File: src/rtl/operand_stream_loader.sv
// Loads a valid/ready stream of operand pairs into BRAM through the system's
// external port, then runs the compute pass and reports completion and errors.
module operand_stream_loader #(
  parameter int AWIDTH    = 9,
  parameter int DWIDTH    = 40,
  parameter int CWIDTH    = 8,
  parameter int MAX_WORDS = 512,
  parameter int TIMEOUT   = 1024
) (
  input  logic              clk,
  input  logic              reset,
  input  logic              cfg_go,
  input  logic [AWIDTH-1:0] cfg_base_addr,
  input  logic              in_valid,
  output logic              in_ready,
  input  logic [CWIDTH-1:0] in_a,
  input  logic [CWIDTH-1:0] in_b,
  input  logic              in_last,
  output logic              ext_external,
  output logic              ext_bram_sel,
  output logic [AWIDTH-1:0] ext_addr,
  output logic [DWIDTH-1:0] ext_wdata,
  output logic              ext_wren,
  output logic              sys_start,
  input  logic              sys_done,
  output logic              busy,
  output logic [AWIDTH:0]   load_count,
  output logic              run_done,
  output logic              overflow,
  output logic              timeout
);

  localparam logic [2:0] S_IDLE   = 3'd0;
  localparam logic [2:0] S_LOAD   = 3'd1;
  localparam logic [2:0] S_FLUSH  = 3'd2;
  localparam logic [2:0] S_RUN    = 3'd3;
  localparam logic [2:0] S_FINISH = 3'd4;

  localparam int WD_W = (TIMEOUT > 1) ? $clog2(TIMEOUT) : 1;
  localparam int PAD  = DWIDTH - 2 * CWIDTH;

  localparam logic [AWIDTH:0]   MAX_CNT = (AWIDTH + 1)'(MAX_WORDS);
  localparam logic [WD_W-1:0]   WD_LAST = WD_W'(TIMEOUT - 1);

  logic [2:0]        state;
  logic [AWIDTH-1:0] base;
  logic [WD_W-1:0]   watchdog;
  logic              accept;
  logic [AWIDTH:0]   count_inc;

  assign accept    = (state == S_LOAD) && in_valid && in_ready;
  assign count_inc = load_count + (AWIDTH + 1)'(1);

  always_ff @(posedge clk) begin
    if (!reset) begin
      state        <= S_IDLE;
      base         <= '0;
      watchdog     <= '0;
      in_ready     <= 1'b0;
      ext_external <= 1'b0;
      ext_bram_sel <= 1'b0;
      ext_addr     <= '0;
      ext_wdata    <= '0;
      ext_wren     <= 1'b0;
      sys_start    <= 1'b0;
      busy         <= 1'b0;
      load_count   <= '0;
      run_done     <= 1'b0;
      overflow     <= 1'b0;
      timeout      <= 1'b0;
    end else begin
      ext_wren <= 1'b0;
      run_done <= 1'b0;
      case (state)
        S_IDLE: begin
          if (cfg_go) begin
            base         <= cfg_base_addr;
            load_count   <= '0;
            overflow     <= 1'b0;
            timeout      <= 1'b0;
            state        <= S_LOAD;
            busy         <= 1'b1;
            in_ready     <= (MAX_CNT != '0);
            ext_external <= 1'b1;
            ext_bram_sel <= 1'b1;
          end
        end

        S_LOAD: begin
          if (accept) begin
            ext_wren   <= 1'b1;
            ext_addr   <= base + load_count[AWIDTH-1:0];
            ext_wdata  <= {{PAD{1'b0}}, in_b, in_a};
            load_count <= count_inc;
            if (in_last) begin
              state    <= S_FLUSH;
              in_ready <= 1'b0;
            end else if (count_inc == MAX_CNT) begin
              overflow <= 1'b1;
              state    <= S_FLUSH;
              in_ready <= 1'b0;
            end
          end
        end

        // The last write is still on the port this cycle, so the port stays
        // claimed until the run begins.
        S_FLUSH: begin
          state        <= S_RUN;
          ext_external <= 1'b0;
          ext_bram_sel <= 1'b0;
          sys_start    <= 1'b1;
          watchdog     <= '0;
        end

        // sys_done is tested first so it wins over a coincident watchdog expiry.
        S_RUN: begin
          if (sys_done) begin
            state     <= S_FINISH;
            sys_start <= 1'b0;
            run_done  <= 1'b1;
          end else if (watchdog == WD_LAST) begin
            state     <= S_FINISH;
            sys_start <= 1'b0;
            run_done  <= 1'b1;
            timeout   <= 1'b1;
          end else begin
            watchdog <= watchdog + WD_W'(1);
          end
        end

        S_FINISH: begin
          state <= S_IDLE;
          busy  <= 1'b0;
        end

        default: begin
          state        <= S_IDLE;
          busy         <= 1'b0;
          in_ready     <= 1'b0;
          ext_external <= 1'b0;
          ext_bram_sel <= 1'b0;
          sys_start    <= 1'b0;
        end
      endcase
    end
  end

endmodule

File: config.mk
export PLATFORM = sky130hd
export DESIGN_NAME = operand_stream_loader
export DESIGN_NICKNAME = d
export VERILOG_FILES = /design/src/rtl/operand_stream_loader.sv
export SDC_FILE = /design/constraint.sdc
export NUM_CORES = 1
export LEC_CHECK = 0
export BUFFER_PORTS_ARGS = -buffer_cell sky130_fd_sc_hd__buf_2
export CORE_ASPECT_RATIO = 1.1
export CORE_MARGIN = 2
export CORE_UTILIZATION = 53
export CTS_BUF_LIST = sky130_fd_sc_hd__clkbuf_4 sky130_fd_sc_hd__clkbuf_8
export DETAILED_ROUTE_END_ITERATION = 7
export GPL_TIMING_DRIVEN = 1
export PLACE_DENSITY_LB_ADDON = 0.08
export SYNTH_ARGS = -nofsm -noshare
export SYNTH_HDL_FRONTEND = slang
export SYNTH_SLANG_ARGS = --single-unit
File: constraint.sdc
create_clock -name clk -period 2.71 [get_ports clk]
set_clock_uncertainty 0.2 [all_clocks]
set_input_delay 0.4065 -clock clk [delete_from_list [all_inputs] [get_ports clk]]
set_output_delay 0.4065 -clock clk [all_outputs]
set_load 0.05 [all_outputs]
==> results of run 1 <==
[registers in the layout, indices dropped and copies added, names as in the netlist]
name / cells
ext_wren: 1
watchdog: 10
sys_start: 1
ext_addr: 9
base: 9
in_ready: 1
run_done: 1
overflow: 1
busy: 1
timeout: 1
state: 3
ext_wdata: 16
load_count: 10
ext_bram_sel: 1
[cells by family after synthesis]
group / count (synthesis)
AOI/OAI and AO/OA: 105
adders and majority gates: 11
DFF: 65
xor gates and xnor gates: 15
buffers and inverters: 51
other: 1
muxes: 1
and+or+nand+nor: 152
[synth_stat cells, types with 3 or more instances]
cell type  count
nand4_1        3
inv_1          6
o211a_1        4
xor2_1         5
a21oi_1       16
nor2_1        26
nor3_1         3
nand3_1       15
ha_1          10
and3_1         3
and2_1         7
clkbuf_1      19
buf_4         25
a21boi_0      33
nor2b_1        4
o21a_1         6
a211oi_1       6
a211o_1        3
o21ai_0       17
nand2_1       76
nand3b_1       4
dfxtp_1       65
a31oi_1        3
xnor2_1       10
[routing by layer]
metal	global-route usage, %	wire length (microns)	vias up
met1	28.8	3420	1349
met3	5.31	356	5
met2	38.7	3730	82
met4	6.11	47	0
met5	0	0	-
li1	-	-	1488
[worst paths after layout]
path,startpoint,to,depth (start not counted)
max,load_count[0],ext_addr[8],7
min,in_a[0],ext_wdata[0],3
max reg2reg,load_count[0],ext_addr[8],7
min reg2reg,ext_wdata[6],ext_wdata[6],2
[metrics by stage]
step	hold WS [ps]	util, %	power [mW]	cells	worst slack [ps]
3_3_place_gp	248	60.1	1.33	542	256
2_1_floorplan	247	-	1.29	424	26.1
4_1_cts	101	63.4	2.17	558	165
3_5_place_dp	256	60.1	1.34	542	197
5_1_grt	94.9	63.5	2.25	558	99.3
6_report	107	63.5	2.15	558	316
[worst max-delay path, cell delays in order (launching register included)]
cell	delay, ps
dfxtp_1	320
ha_1	230
fa_1	410
a21o_1	190
a211o_1	330
a2111oi_2	360
nor4_1	100
nor3_1	180
[power by group through the flow]
stage	Combinational (mW)	Sequential, mW	Clock [mW]
CTS	0.319	0.998	0.848
global placement	0.316	1.02	0
global route	0.345	1.00	0.904
floorplan	0.220	1.07	0
finish	0.320	0.998	0.832
detailed placement	0.317	1.02	0
[area by class of cell]
type	count	area, sq um
clock buffers	11	145
fillers	566	2230
clock inverters	5	55.1
repair buffers	83	450
flip-flops and latches	65	1300
multi-input cells	308	1810
inverters	6	22.5
well taps	80	100
[cells in the final DEF (no fill, tap or decap), types with 3 or more instances in the layout]
master | netlist | layout
a211oi_1 | 6 | 6
o21ai_0 | 17 | 17
and3_1 | 3 | 3
ha_1 | 10 | 10
nor2b_1 | 4 | 4
o21a_1 | 6 | 6
a21boi_0 | 33 | 33
nor2_1 | 26 | 25
nand2_1 | 76 | 76
a31oi_1 | 3 | 3
a211o_1 | 3 | 3
nor3_1 | 3 | 3
nand3b_1 | 4 | 4
dfxtp_1 | 65 | 65
o211a_1 | 4 | 4
xor2_1 | 5 | 5
buf_2 | 1 | 74
and2_1 | 7 | 7
xnor2_1 | 10 | 10
a21oi_1 | 16 | 16
buf_4 | 25 | 8
nand4_1 | 3 | 3
nand3_1 | 15 | 15
inv_1 | 6 | 6
clkbuf_8 | 0 | 10
conb_1 | 1 | 24
==> flow_summary.toml, run 1 <==
[logic_synthesis]
yosys_most_used_dff = "dfxtp_1"
synth_area_sq_um = 3300
netlist_instances = 401
synth_adder_area_share_pct = 4.39
ys_async_sr_fraction_pct = 0
syn_area_per_cell_sq_um = 8.24
ys_ff_latch = 65
synth.top_cells.by_area = "dfxtp_1 (39%), nand2_1 (8.6%), a21boi_0 (7.5%)"
synth_edf_count = 0
synthMuxAreaShare_pct = 0.303
synth-simple-area-share_pct = 20.9
netlist.area_leader.share_pct = 39.4
synth_compound_area_share_pct = 22.2
synth-xor-area-share_pct = 3.98
synth_seq_area_share_pct = 39.4
ys_types = 51
yosys.area.top_type = "dfxtp_1"
synth_warnings = 0
synth_top_family_by_area = "compound AO/OA/AOI/OAI gates"

[setup_path]
path_max_fanout = 2
path_class = "flop to flop"
endpoint_kind = "flop"
cp.required_ps = 2770
r2r_setup_slack_ps = 320
crit_arrival_ps = 2450
start_kind = "flop"

[detailed_routing]
drc = 0
vias = 2924
drt-initial-drc-count = 109
first_pass_iters = 4
wl_mm = 7.55
wl_per_cell_microns = 13.5
antenna_left = 0
via_per_inst = 5.24

[power_and_ir_drop]
ir_drop_v = 0.000364
p_comb_share_pct = 14.9
power_density_nw_per_um2 = 553
pwr-share-clk_pct = 38.7
p_seq_share_pct = 46.4
swShare_pct = 29.2
power_switching_uw = 628
power.leakage_nw = 1.70
p_int_mw = 1.52

[run_status]
status = "finished clean"

[timing]
setup_tns_ps = 0
maxSlewHeadroom_pct = 54.9
finalHoldViolations = 0
clock.fmax_ghz = 0.418
layout_worst_path_cycle_share_pct = 88.3
post-route-min-period_ps = 2390
maxSlewViolCount = 0
setup_viol = 0
rsz0062_at_grt = "no"
worstMarginPinSlew_ps = 673

[place]
globalplace.congestion = 0.849
port_buffers = 74
placed_area_sq_um = 3680
dp_hpwl_mm = 5.34

[clocking]
clk_pin_slew_ps = 80
cts_setup_buffers = 0
cts-root-buf = "clkbuf_8"
clk_latency_ps = 340
cts_tree = "yes"
clockBufferDepth = 2
cts_buffers = 9
cts-resized-gates = 0
hold_buffers = 0
clock_sinks = 65
htreeDepth = 3

[cells_and_area]
synthToLayoutAreaGrowth_pct = 17.6
drive_gt1_share_pct = 21.5
nNetsFinal = 515
antennaDiodeCount = 0
fin_area_sq_um = 3890

[floorplanning]
start_util_pct = 54.0
core_sq_um = 6120
die_area_sq_um = 6880
die_w_microns = 79.3
die_h_microns = 86.8
rows = 30
pin_count = 99

[grt]
grt_pass1_wl_mm = 12.3
antenna_found_initial = 0
gr-total-overflow = 0
grt_max_degree = 39
first_global_vias = 2669
grtUsageTotal_pct = 22.7

[flow_run]
maxCapViolations = 0

[hold_path]
hp-class = "input port to flop"
Power figures use the tool's default switching activity.
==> inputs of run 2 (changes only) <==
BUFFER_PORTS_ARGS = -buffer_cell sky130_fd_sc_hd__clkbuf_2   (was -buffer_cell sky130_fd_sc_hd__buf_2)
==> run 2 against run 1 <==
Net effect: worst hold slack got worse by 28 ps; sequential share of layout area decreased by 0.18 points; via count increased by 0.58%; register-to-register slack got worse by 95 ps; count of clock-buffer cells in the layout decreased by 2; wire length decreased by 1.2%; die area unchanged.
==> flow_summary.toml, run 2 (same netlist as run 1, synthesis figures left out) <==
[timing]
finalHoldViolations = 0
post-route-min-period_ps = 2490
maxSlewViolCount = 0
fin_hold_ws_ps = 78.7
maxSlewHeadroom_pct = 56.2
clock.fmax_ghz = 0.402
rsz0062_at_grt = "no"
layout_worst_path_cycle_share_pct = 91.8
finalWorstSetupSlack_ps = 221
worstMarginPinSlew_ps = 654
setup_viol = 0
setup_tns_ps = 0

[cells_and_area]
largest_reg_flops = 16
antennaDiodeCount = 0
nNetsFinal = 516
regArea_sq_um = 1300
drive_gt1_share_pct = 21.5
layout_common_cells = "nand2_1 (76), clkbuf_2 (74), dfxtp_1 (65), a21boi_0 (33), nor2_1 (25)"
regMostFlops = "ext_wdata"
multiInputGateArea_sq_um = 1810
synthToLayoutAreaGrowth_pct = 18.3
stdcell_count = 559
n_fill_cell = 555
top_regs = "ext_wdata (16), load_count (10), watchdog (10)"
final_common_cell = "nand2_1"

[clocking]
clock_sinks = 65
clk_pin_slew_ps = 80
cts-root-buf = "clkbuf_8"
clk_latency_ps = 340
cts_setup_buffers = 0
clockBufferDepth = 2
hold_buffers = 0
cts-resized-gates = 0
cts_tree = "yes"
cts_buffers = 9
htreeDepth = 3

[floorplanning]
start_util_pct = 54.0
die_h_microns = 86.8
die_w_microns = 79.3
rows = 30
pin_count = 99
core_sq_um = 6120
die_area_sq_um = 6880

[grt]
antenna_found_initial = 0
grt_pass1_wl_mm = 12.4
grtUsageTotal_pct = 23.1
first_global_vias = 2704
grt_max_degree = 35
gr-total-overflow = 0

[power_and_ir_drop]
power_density_nw_per_um2 = 570
ir_drop_v = 0.000307
power.leakage_nw = 1.68
finalPower_mw = 2.23

[hold_path]
hp-class = "input port to flop"
min_from = "in_a[5]"
min_to = "ext_wdata[5]"
min_path_cells = 3

[detailed_routing]
drt-met1-wl_mm = 3.33
drt-initial-drc-count = 127
wl_per_cell_microns = 13.3
wl_met3_microns = 350
vias = 2941
antenna_left = 0
via_per_inst = 5.26
first_pass_iters = 4
highest_layer = "met4"
wl_met2_mm = 3.67
drc = 0
wl_mm = 7.46

[place]
globalplace.congestion = 0.832
post-place-ws_ps = 182
dp_cells = 543
port_buffers = 74
dp_hpwl_mm = 5.41

[run_status]
status = "finished clean"

[setup_path]
reg2reg_from = "load_count[0]"
start_kind = "flop"
crit_arrival_ps = 2560
r2r_cells = 7
r2r_setup_slack_ps = 220
regToRegEndpoint = "ext_addr[8]"
path_class = "flop to flop"
cp.required_ps = 2780
endpoint_kind = "flop"
path_max_fanout = 2

[flow_run]
maxCapViolations = 0
==> run 2: cell type report <==
cell class	count	area share (%)
clock buffer	9	3.17
inverter	6	0.576
clock inverter	7	2.43
tap	80	2.56
timing repair buffer	84	11.7
sequential	65	33.3
multi-input combinational	308	46.2
==> run 2: how the worst max path moves through the flow <==
stage,startpoint,endpoint,slack (ps),depth (start not counted)
after CTS,load_count[0],ext_addr[8],150,7
after global placement,load_count[0],ext_addr[8],230,7
after global routing,load_count[0],ext_addr[8],10,7
after detailed placement,load_count[0],ext_addr[8],180,7
final,load_count[0],ext_addr[8],220,7
after floorplan,load_count[0],ext_addr[8],30,7
==> run 2: worst max-delay path, stage by stage, from the launching register on <==
cell and delay, ps:
dfxtp_1 320, ha_1 220, fa_1 410, a21o_1 190
a211o_1 310, a2111oi_1 480, nor4_1 100, nor3_1 180
==> run 2: metal layers <==
metal,GRT usage (%),vias to the layer above
met4,10.3,0
met5,0,-
met1,27.9,1389
met3,4.69,9
li1,-,1484
met2,39.4,59
==> run 2: stage by stage <==
step,util [%],cell area [sq um]
after global placement,60.3,3690
final,63.9,3910
after CTS,63.8,3910
after floorplan,-,3390
after detailed placement,60.3,3690
after global routing,63.9,3910
==> run 2: power breakdown <==
group / internal, mW / leakage [nW] / switching (mW)
logic: 0.0834 / 1.04 / 0.236
registers: 0.981 / 0.526 / 0.0168
clock network: 0.517 / 0.109 / 0.394
total: 1.58 / 1.68 / 0.646
